==> src/rtl/rr_arb9_ctrl.sv <==
// Round-robin arbiter for nine requesters sharing one cache datapath.
// Grants are held until done, request drop, or the hold budget runs out.
module rr_arb9_ctrl #(
  parameter int NREQ     = 9,
  parameter int MAX_HOLD = 64
) (
  input  logic                    i_clk,
  input  logic                    i_rst_n,
  input  logic [NREQ-1:0]         i_req,
  input  logic [NREQ-1:0]         i_done,
  output logic [NREQ-1:0]         o_gnt,
  output logic [$clog2(NREQ)-1:0] o_gnt_idx,
  output logic                    o_gnt_vld,
  output logic                    o_timeout
);

  localparam int IDX_W = $clog2(NREQ);
  localparam int CNT_W = $clog2(MAX_HOLD);

  typedef enum logic {
    IDLE = 1'b0,
    BUSY = 1'b1
  } state_t;

  state_t             r_state;
  state_t             w_nxtState;
  logic [NREQ-1:0]    r_gnt;
  logic [NREQ-1:0]    w_nxtGnt;
  logic [IDX_W-1:0]   r_idx;
  logic [IDX_W-1:0]   w_nxtIdx;
  logic               r_vld;
  logic               w_nxtVld;
  logic               r_timeout;
  logic               w_nxtTimeout;
  logic [IDX_W-1:0]   r_ptr;
  logic [IDX_W-1:0]   w_nxtPtr;
  logic [CNT_W-1:0]   r_cnt;
  logic [CNT_W-1:0]   w_nxtCnt;

  logic               w_ownDone;
  logic               w_ownReq;
  logic               w_atMax;
  logic               w_release;
  logic [IDX_W-1:0]   w_relPtr;
  logic [IDX_W-1:0]   w_arbPtr;
  logic [NREQ-1:0]    w_arbReq;
  logic               w_found;
  logic [IDX_W-1:0]   w_win;

  // Abort and timeout mask the old owner out of the re-arbitration; done does not.
  always_comb begin
    w_ownDone = i_done[r_idx];
    w_ownReq  = i_req[r_idx];
    w_atMax   = (r_cnt == CNT_W'(MAX_HOLD - 1));
    w_release = (r_state == BUSY) && (w_ownDone || !w_ownReq || w_atMax);
    w_relPtr  = (r_idx == IDX_W'(NREQ - 1)) ? '0 : r_idx + IDX_W'(1);
    w_arbPtr  = r_ptr;
    w_arbReq  = i_req;
    if (w_release) begin
      w_arbPtr = w_relPtr;
      if (!w_ownDone) begin
        w_arbReq = i_req & ~(NREQ'(1) << r_idx);
      end
    end
  end

  always_comb begin
    int pos;
    w_found = 1'b0;
    w_win   = '0;
    pos     = 0;
    for (int k = 0; k < NREQ; k++) begin
      pos = int'(w_arbPtr) + k;
      if (pos >= NREQ) begin
        pos = pos - NREQ;
      end
      if (!w_found && w_arbReq[pos]) begin
        w_found = 1'b1;
        w_win   = IDX_W'(pos);
      end
    end
  end

  always_comb begin
    w_nxtState   = r_state;
    w_nxtGnt     = r_gnt;
    w_nxtIdx     = r_idx;
    w_nxtVld     = r_vld;
    w_nxtCnt     = r_cnt;
    w_nxtPtr     = r_ptr;
    w_nxtTimeout = 1'b0;
    case (r_state)
      IDLE: begin
        if (w_found) begin
          w_nxtState = BUSY;
          w_nxtGnt   = NREQ'(1) << w_win;
          w_nxtIdx   = w_win;
          w_nxtVld   = 1'b1;
          w_nxtCnt   = '0;
        end
      end
      BUSY: begin
        if (w_release) begin
          w_nxtPtr     = w_relPtr;
          w_nxtTimeout = !w_ownDone && w_ownReq && w_atMax;
          w_nxtCnt     = '0;
          if (w_found) begin
            w_nxtGnt = NREQ'(1) << w_win;
            w_nxtIdx = w_win;
            w_nxtVld = 1'b1;
          end else begin
            w_nxtState = IDLE;
            w_nxtGnt   = '0;
            w_nxtIdx   = '0;
            w_nxtVld   = 1'b0;
          end
        end else begin
          w_nxtCnt = r_cnt + CNT_W'(1);
        end
      end
      default: begin
        w_nxtState = IDLE;
      end
    endcase
  end

  always_ff @(posedge i_clk) begin
    if (!i_rst_n) begin
      r_state   <= IDLE;
      r_gnt     <= '0;
      r_idx     <= '0;
      r_vld     <= 1'b0;
      r_timeout <= 1'b0;
      r_ptr     <= '0;
      r_cnt     <= '0;
    end else begin
      r_state   <= w_nxtState;
      r_gnt     <= w_nxtGnt;
      r_idx     <= w_nxtIdx;
      r_vld     <= w_nxtVld;
      r_timeout <= w_nxtTimeout;
      r_ptr     <= w_nxtPtr;
      r_cnt     <= w_nxtCnt;
    end
  end

  assign o_gnt     = r_gnt;
  assign o_gnt_idx = r_idx;
  assign o_gnt_vld = r_vld;
  assign o_timeout = r_timeout;

endmodule

==> config.mk <==
export PLATFORM = sky130hd
export DESIGN_NAME = rr_arb9_ctrl
export DESIGN_NICKNAME = d
export VERILOG_FILES = /design/src/rtl/rr_arb9_ctrl.sv
export SDC_FILE = /design/constraint.sdc
export NUM_CORES = 1
export LEC_CHECK = 0
export CAP_MARGIN = 15
export CORE_UTILIZATION = 48
export CTS_CLUSTER_DIAMETER = 150
export DETAILED_ROUTE_END_ITERATION = 10
export GPL_ROUTABILITY_DRIVEN = 0
export GPL_TIMING_DRIVEN = 0
export PLACE_DENSITY = 0.67
export SYNTH_ARGS = -nofsm -noshare
export SYNTH_HDL_FRONTEND = slang
export SYNTH_SLANG_ARGS = --single-unit
export TNS_END_PERCENT = 30
==> constraint.sdc <==
create_clock -name i_clk -period 8.7 [get_ports i_clk]
set_input_delay 2.61 -clock i_clk [delete_from_list [all_inputs] [get_ports i_clk]]
set_output_delay 2.61 -clock i_clk [all_outputs]
set_load 0.02 [all_outputs]
== Word-level counts from Yosys, hierarchy flattened ==
Cells that the tools add are included.
Storage, ports and cells
  bits in registers: 26
  bits of input ports: 20
Cells by class
  add/subtract/negate cells: 19
  $lt $le $gt $ge: 19
  equal/unequal tests: 4
  shift-type cells: 2
  mux-type cells: 79
  bitwise operators: 3
  reduce and logical (&&, ||, !) cells: 25
Operator list (number)
  less-than comparator 32 x 6 -> 1 bit (second input constant): 9
  2-to-1 mux 32 bit: 9
  2-to-1 mux 4 bit: 14
  subtractor 5 x 4 -> 6 bit (second input constant): 8
  2-to-1 mux 9 bit: 5
  binary-select mux 1 bit (select 4 bit): 11
  >= comparator 5 x 4 -> 1 bit (second input constant): 8
  2-to-1 mux 1 bit: 33
  adder 4 x 3 -> 5 bit (second input constant): 4
  case mux 9 bit (2 select lines): 1
  << shifter 1 x 4 -> 9 bit (first input constant): 2
  2-to-1 mux 6 bit: 2
  case mux 6 bit (2 select lines): 1
  logical AND 1 bit: 11
  adder 4 x 2 -> 5 bit (second input constant): 2
  logical NOT 1 bit: 10
  AND 9 bit: 1
  NOT 9 bit: 1
  case mux 4 bit (2 select lines): 1
  adder 6 x 1 -> 6 bit (second input constant): 1
  == test 6 bit (second input constant): 1
  adder 4 x 1 -> 5 bit (second input constant): 1
  adder 4 x 4 -> 5 bit (second input constant): 1
  less-than comparator 4 x 5 -> 1 bit (second input constant): 1
  11 further kinds: 13

== Logic depth before layout (Yosys ltp) ==
Gate-level depths: netlist (run 1).
  depth after elaboration: 41
  depth in mapped cells: 28
  gate-level depth less buffers: 23

== Least setup slack after synthesis (run 1) ==
No wires, ideal clock.
  path kind: input port to flip-flop
  start point: in i_done[6]
  end point: reg r_gnt[4] (netlist: o_gnt[4])
  setup time: 117 ps
  arrival: 8133 ps
  required time: 8583 ps
  slack: 450 ps
  stages on the path: 24
  buffers on the path: 4
  cell sequence: mux2_4 a222oi_1 and2_1 buf_4 a21boi_1 nor2_1 inv_2 buf_4 buf_2 buf_1 ha_1 nand2b_1 a211oi_1 a21oi_1 o21ai_0 mux4_2 and3_1 nor2_1 o2111ai_2 or3_1 o211a_1 o22ai_2 a21boi_1 a32o_1
Between the ends
  word-level cells in the longest chain between the ends: 40
  elaborated cells on any way between the ends: 112
  classes of those cells: add/sub (17); order compare (9); eq/ne (2); shift (1); mux (63); reduce/logical (20)
Ends and longest elaborated chain
  start, declared: RTL line 10  | input logic [NREQ-1:0] i_done,
  binary-select mux 1 bit (select 4 bit) *: RTL line 52  | w_ownDone = i_done[r_idx];
  2-to-1 mux 1 bit (implied by the code) *: RTL line 52
  logical OR 1 bit * (2 in series): RTL line 55  | w_release = (r_state == BUSY) && (w_ownDone || !w_ownReq || w_atMax);
  logical AND 1 bit *: RTL line 55
  2-to-1 mux 4 bit *
  via w_arbPtr[0]: RTL line 45  | logic [IDX_W-1:0] w_arbPtr;
  parallel branches: the longest is 34 deep, another holds subtractor 5 x 4 -> 6 bit
  end signal, assigned: RTL line 138  | r_gnt <= w_nxtGnt;
  end, declared: RTL line 27  | logic [NREQ-1:0] r_gnt;
Mark *: on every way through the listed nets, which the timed path passes. The select of a mux whose other input is x is not followed.
A chain may end at the register's enable or synchronous reset.

== Worst setup path after layout (run 1) ==
  start point: in i_req[7]
  end point: reg r_gnt[3] (netlist: o_gnt[3])
Between the ends
  word-level cells in the longest chain between the ends: 41
  elaborated cells on any way between the ends: 114
  classes of those cells: add/sub (17); order compare (9); eq/ne (2); shift (1); mux (63); bitwise (1); reduce/logical (21)
Ends and longest elaborated chain
  start, declared: RTL line 9  | input logic [NREQ-1:0] i_req,
  binary-select mux 1 bit (select 4 bit) *: RTL line 53  | w_ownReq = i_req[r_idx];
  2-to-1 mux 1 bit (implied by the code) *: RTL line 53
  logical NOT 1 bit *: RTL line 55
  logical OR 1 bit * (2 in series): RTL line 55
  logical AND 1 bit *: RTL line 55
  2-to-1 mux 4 bit *
  via w_arbPtr[3]: RTL line 45
  parallel branches: the longest is 34 deep, another holds subtractor 5 x 4 -> 6 bit
Marks and branches as above.

==> reports/results.tsv, run 1 <==
stage	metric	value	unit
run_status	status	complete, no violations	
yosys	flops & latches, synth	26	
place	Placed Cells	926	
route	Vias/cell	7.41	
worst_setup_path	Critical Path End Type	register	
route	Avg WL per Cell	24.9	um
yosys	ranking of synthesized cells by area	dfxtp_1, ha_1, nand2_1	
clocking	hold bufs inserted after CTS	0	
yosys	Syn Inst Count	749	
route	antenna-violating nets left	0	
yosys	Cell Area, Synth	0.00565	mm^2
worst_hold_path	Hold WC Path Type	reg2reg	
worst_setup_path	WP data arrival	8.85	ns
sta	final hold violations	0	
clocking	CTS tree	yes	
finish	nets@finish	863	
sta	Max-slew headroom	23.0	%
yosys	Async SR Flop Fraction	0	%
flow_run	max-cap viol count	0	
grt	antenna violations before repair	0	
route	First DRT Iteration DRCs	1059	
worst_setup_path	Crit Path Category	in2reg	
yosys	post-synthesis area per instance	7.54	um^2
yosys	Yosys cell types	111	
grt	gr ovfl total	0	
clocking	Sink Count	26	
die	starting density of the core	49.3	%
die	# rows	39	
grt	pin count of the biggest net entering global routing	17	
yosys	leading area contributor after synthesis	dfxtp_1	
finish	fin cells	958	
route	residual DRC count	0	
yosys	dominant synthesized flop cell	dfxtp_1	
finish	fin util	61.2	%
place	hpwl dp	17.0	mm
finish	layout cells sized above 1	24.4	%
clocking	H-tree depth	1	
clocking	clock slew at reported path FFs	0.07	ns
grt	gr usage total	36.9	%
route	total number of vias	7095	
route	DRT Wirelength	23.9	mm
sta	min Tclk post-route	8.67	ns
yosys	post-synth top area share	9.21	%
yosys	synthesis warning total	0	
die	core box area	0.0115	mm^2
sta	highest achievable clock rate	115	MHz
die	Die H	110	um
yosys	Mapped Nets	796	
clocking	number of CTS-inserted buffers	3	
place	IO Port Bufs	34	
sta	final-report max-slew violation count	0	
worst_setup_path	data required time at the worst endpoint	8.88	ns
finish	filler instances	1049	
worst_setup_path	CP Launch Type	input pin	
sta	Slew @ Worst Pin	1.14	ns
grt	first-pass GRT wire length	35.7	mm
sta	clock skew	0.00465	ns
clocking	Root Buffer Master	clkbuf_16	
sta	total negative slack	0	ns
clocking	Clock Path Buffers	2	
yosys	number of synthesized flops with an enable pin	0	
die	Total Die Area	0.0122	mm^2
finish	area delta synth->final	24.1	%
route	Initial DRT Pass Iterations	6	
sta	final worst-path cycle share	99.7	%
yosys	post-synthesis sequential area ratio	9.21	%
sta	final hold slack	0.462	ns
sta	Setup-failing EPs final	0	
grt	vias in the first global route	6524	
die	I/O pins	35	
clocking	Worst-Skew Late Latency	0.27	ns
finish	# diodes	0	
worst_setup_path	crit-path max FO	12	
die	Die W	110	um
==> cell families after synthesis <==
group | Yosys count | share of synthesized area, %
flip-flops | 26 | 9.21
multiplexers | 33 | 7.91
adder cells (fa/ha/maj) | 27 | 5.98
AO/OA/AOI/OAI | 279 | 38.8
AND/OR/NAND/NOR | 298 | 28.0
XOR/XNOR | 23 | 4.30
buffers and inverters | 63 | 5.78
==> cell usage in the layout (no fill, tap or decap), types with 11 or more instances in the layout <==
cell type        synthesis  final
nand2_1                 74     73
nor2_1                  58     51
a21oi_1                 46     40
o21ai_0                 40     37
buf_4                    4     37
nand3_1                 34     33
clkdlybuf4s50_1          0     32
nor3_1                  29     28
dfxtp_1                 26     26
ha_1                    27     21
xnor2_1                 17     17
inv_1                   17     16
mux2i_1                 15     13
o211ai_1                13     13
and2_1                  12     11
and3_1                  11     11
buf_6                    8     11
==> sequential cells by signal, summed over array words and instances (netlist names) <==
name and cells:
o_gnt 9, o_gnt_vld 1, r_state 1, o_gnt_idx 4, r_cnt 6, r_ptr 4
o_timeout 1
==> synth_stat cells, types with 8 or more instances <==
| library cell | count |
|---|---|
| ha_1 | 27 |
| a211oi_1 | 10 |
| mux2i_1 | 15 |
| clkbuf_1 | 17 |
| mux4_2 | 8 |
| and3_1 | 11 |
| a21oi_1 | 46 |
| nand3_1 | 34 |
| nor2_1 | 58 |
| nand4_1 | 9 |
| nor2b_1 | 8 |
| and4_1 | 8 |
| xnor2_1 | 17 |
| nor3_1 | 29 |
| o21ai_0 | 40 |
| a31oi_1 | 9 |
| dfxtp_1 | 26 |
| buf_2 | 10 |
| nand2b_1 | 10 |
| inv_1 | 17 |
| o211ai_1 | 13 |
| buf_6 | 8 |
| nand2_1 | 74 |
| and2_1 | 12 |
| a21o_1 | 10 |
==> worst max-delay path, stage by stage <==
cell	delay, ns
clkdlybuf4s50_1	0.46
mux4_2	0.51
and2_4	0.20
or3_4	0.40
buf_6	0.16
a21oi_4	0.22
nand2_2	0.21
inv_4	0.18
buf_4	0.27
ha_2	0.35
clkbuf_4	0.28
inv_1	0.17
o21ai_1	0.37
nor2_1	0.17
a2bb2oi_1	0.44
o21ai_0	0.22
o2111ai_1	0.16
a22oi_2	0.14
nor3b_1	0.39
and2_1	0.30
a2111oi_4	0.09
or2_4	0.30
o32ai_2	0.25
==> per-stage QoR <==
stage / cell area, um^2 / setup WS (ns)
after global routing: 7010 / -0.100
after CTS: 6550 / 0.00334
after global placement: 6170 / -1.77
after detailed placement: 6170 / -1.80
final: 7010 / 0.0299
after floorplan: 5650 / 0.450
==> area by class of cell <==
class | count | area [um^2] | share of cell area [%]
timing repair buffer | 64 | 568 | 8.10
clock buffer | 3 | 75.1 | 1.07
tap | 143 | 179 | 2.55
buffer | 39 | 283 | 4.03
inverter | 22 | 87.6 | 1.25
clock inverter | 1 | 30.0 | 0.428
sequential | 26 | 520 | 7.42
multi-input combinational | 660 | 5270 | 75.1
==> routing by layer <==
metal  GRT usage, %  wire (um)  vias up
li1               -          -     3054
met1           45.9       8870     3280
met2           56.4      10400      592
met3           9.71       2880      169
met4           22.8       1760        0
met5              0          0        -
==> worst paths after layout <==
kind	from	slack, ns	cells after the start	end
max	i_req[7]	0.03	23	o_gnt[3]
min	o_gnt_vld	0.46	2	o_gnt_vld
max reg2reg	o_gnt_idx[1]	2.18	24	o_gnt[3]
min reg2reg	o_gnt_vld	0.46	2	o_gnt_vld
==> what timing repair did <==
action / in CTS / in global routing
buffers inserted: 11 / 18
endpoints found under the setup margin: 21 / 20
endpoints found under the hold margin: 0 / 0
resized for setup: 49 / 72
gates cloned: 0 / 1
pin swaps: 8 / 20
Power of run 1 is left out: the tool's default activity adds up to more than one toggle a clock period on the data nets, which glitch-free logic cannot reach.
==> inputs of run 2 (changes only) <==
GPL_TIMING_DRIVEN = default   (was 0)
==> run 2 against run 1 <==
Count of clock-buffer cells in the layout is the same; first-iteration DRC count decreased by 19%; via count decreased by 3.6%; fmax increased by 1.0%; global-route usage decreased by 1.3 points; worst setup slack gained 0.090 ns; clock skew up 0.0028 ns; highest routed layer unchanged.
==> reports/results.tsv, run 2 (synthesized netlist as in run 1, its figures left out) <==
stage	metric	value	unit	change
die	Total Die Area	0.0122	mm^2	unchanged
worst_setup_path	crit-path max FO	28		+16
grt	pin count of the biggest net entering global routing	31		+14
worst_setup_path	reg2reg start	o_gnt_idx[0]		
clocking	CTS tree	yes		
worst_hold_path	Hold Path Stages	2		unchanged
clocking	Sink Count	26		unchanged
die	Die W	110	um	unchanged
finish	layout cells sized above 1	17.5	%	-6.9 points
grt	gr usage total	35.6	%	-1.3 points
die	Die H	110	um	unchanged
sta	clock skew	0.00748	ns	+0.00282 ns
finish	# diodes	0		unchanged
worst_setup_path	reg-to-reg endpoint	o_gnt[0]		
sta	final-report max-slew violation count	0		unchanged
flow_run	max-cap viol count	0		unchanged
die	I/O pins	35		unchanged
route	antenna-violating nets left	0		unchanged
route	DRT Wirelength	22.1	mm	-7.3%
finish	filler instances	1056		+0.67%
worst_setup_path	Reg2Reg Depth	21		-13%
die	starting density of the core	49.3	%	unchanged
worst_hold_path	Hold WC Path Type	reg2reg		
worst_setup_path	data required time at the worst endpoint	8.87	ns	about the same
sta	Max-slew headroom	30.1	%	+7.0 points
finish	most frequent cells in the layout	nand2_1, nor2_1, buf_4, a21oi_1, o21ai_0		
route	Avg WL per Cell	23.6	um	-5.3%
grt	vias in the first global route	6612		+1.3%
place	Placed Area	0.00631	mm^2	+2.3%
grt	first-pass GRT wire length	35.0	mm	-1.9%
worst_hold_path	HP Start	o_gnt[3]		
grt	antenna violations before repair	0		unchanged
finish	fin util	56.5	%	-4.7 points
route	Vias/cell	7.29		-1.5%
die	# rows	39		unchanged
route	First DRT Iteration DRCs	858		-19%
place	DP Worst Slack	-0.0464	ns	+1.76 ns
clocking	Clock Path Buffers	2		unchanged
worst_setup_path	CP Launch Type	input pin		
run_status	status	complete, no violations		
sta	Setup-failing EPs final	0		unchanged
clocking	H-tree depth	1		unchanged
sta	final worst-path cycle share	98.6	%	-1.0 points
finish	nets@finish	843		-2.3%
clocking	number of CTS-inserted buffers	3		unchanged
sta	RSZ-0062 raised after global routing	true		
finish	area delta synth->final	14.6	%	
worst_setup_path	Critical Path End Type	register		
die	core box area	0.0115	mm^2	unchanged
sta	Slew @ Worst Pin	1.04	ns	-0.104 ns
sta	min Tclk post-route	8.58	ns	-0.0900 ns
finish	most common cell after layout, fill and taps aside	nand2_1		
worst_setup_path	WP data arrival	8.75	ns	-0.10 ns
place	IO Port Bufs	34		unchanged
worst_setup_path	r2r setup slk	2.20	ns	+0.02 ns
place	hpwl dp	16.9	mm	-0.69%
route	total number of vias	6842		-3.6%
worst_setup_path	Crit Path Category	in2reg		
worst_hold_path	Hold Crit Endpoint	o_gnt[3]		
route	residual DRC count	0		unchanged
clocking	Worst-Skew Late Latency	0.27	ns	about the same
sta	setup ws final	0.120	ns	+0.0900 ns
route	Initial DRT Pass Iterations	9		+3
sta	highest achievable clock rate	117	MHz	+1.0%
finish	cell area after layout	0.00648	mm^2	-7.7%
clocking	clock slew at reported path FFs	0.08	ns	about the same
clocking	Root Buffer Master	clkbuf_16		
sta	final hold violations	0		unchanged
finish	max reg flops	9		unchanged
sta	total negative slack	0	ns	unchanged
grt	gr ovfl total	0		unchanged
## run 2: changes by cell type in the layout (fill, tap and decap cells not counted), moves of 5 or more
cell	previous run	this run
buf_4	37	47
buf_2	6	0
ha_1	21	26
buf_6	11	1
o32ai_1	2	7
clkbuf_1	7	0
a21oi_1	40	45
clkbuf_2	5	0
nor2_1	51	56
## run 2: worst max-delay path by stage
| stage | startpoint | end | slack [ns] | cells past startpoint |
|---|---|---|---|---|
| 6_report | i_req[5] | o_gnt[0] | 0.12 | 22 |
| 3_3_place_gp | i_req[4] | o_gnt[2] | 0.14 | 23 |
| 4_1_cts | i_req[4] | o_gnt[0] | 0.23 | 22 |
| 3_5_place_dp | i_req[4] | o_gnt[0] | -0.05 | 22 |
| 2_1_floorplan | i_done[6] | o_gnt[4] | 0.45 | 24 |
| 5_1_grt | i_req[4] | o_gnt[0] | -0.02 | 22 |
## run 2: cell type report
| type | count | area, um^2 | share of cell area [%] |
|---|---|---|---|
| Multi-Input combinational cell | 660 | 4860 | 75.1 |
| Timing Repair Buffer | 83 | 724 | 11.2 |
| Sequential cell | 26 | 520 | 8.04 |
| Tap cell | 143 | 179 | 2.76 |
| Inverter | 22 | 85.1 | 1.31 |
| Clock buffer | 3 | 75.1 | 1.16 |
| Clock inverter | 1 | 30.0 | 0.464 |
## run 2: layer usage
layer  vias up  track usage (%)  part of all wire (%)
met3       132             8.23                    12
li1       3013                -                     -
met2       501             55.9                    44
met1      3196             44.7                    38
met4         0             20.0                   6.1
met5         -                0                     0
## run 2: worst max-delay path, cell delays in order
cell and delay [ns]:
clkdlybuf4s50_1 0.46, mux4_2 0.51, and2_4 0.20, or3_4 0.39, buf_4 0.19, a21o_4 0.21
nor2_2 0.20, buf_6 0.31, ha_1 0.21, buf_4 0.36, mux2i_1 0.46, o221ai_1 0.28
a32oi_1 0.25, mux2i_1 0.15, o22ai_2 0.24, and2_1 0.29, nor4_4 0.06, buf_4 0.18
and2_1 0.18, a2111oi_2 0.42, nor2_1 0.20, o32ai_1 0.35
## run 2: metrics by stage
step,hold slack [ns],instances
floorplan,0.449,749
global placement,0.449,934
detailed placement,0.454,934
CTS,0.468,938
global route,0.489,938
finish,0.466,938
## run 2: what timing repair did
action,CTS,global route
hold buffers,0,0
endpoints found under the setup margin,0,18
setup buffers,0,0
resized for setup,0,15
Power of run 2 is left out for the same reason.
==> inputs of run 3 (changes only) <==
CTS_CLUSTER_DIAMETER = default   (was 150)
==> results of run 3 <==
Final layout, timing and power as in run 2 (identical DEF).
Power of run 3 is left out for the same reason.
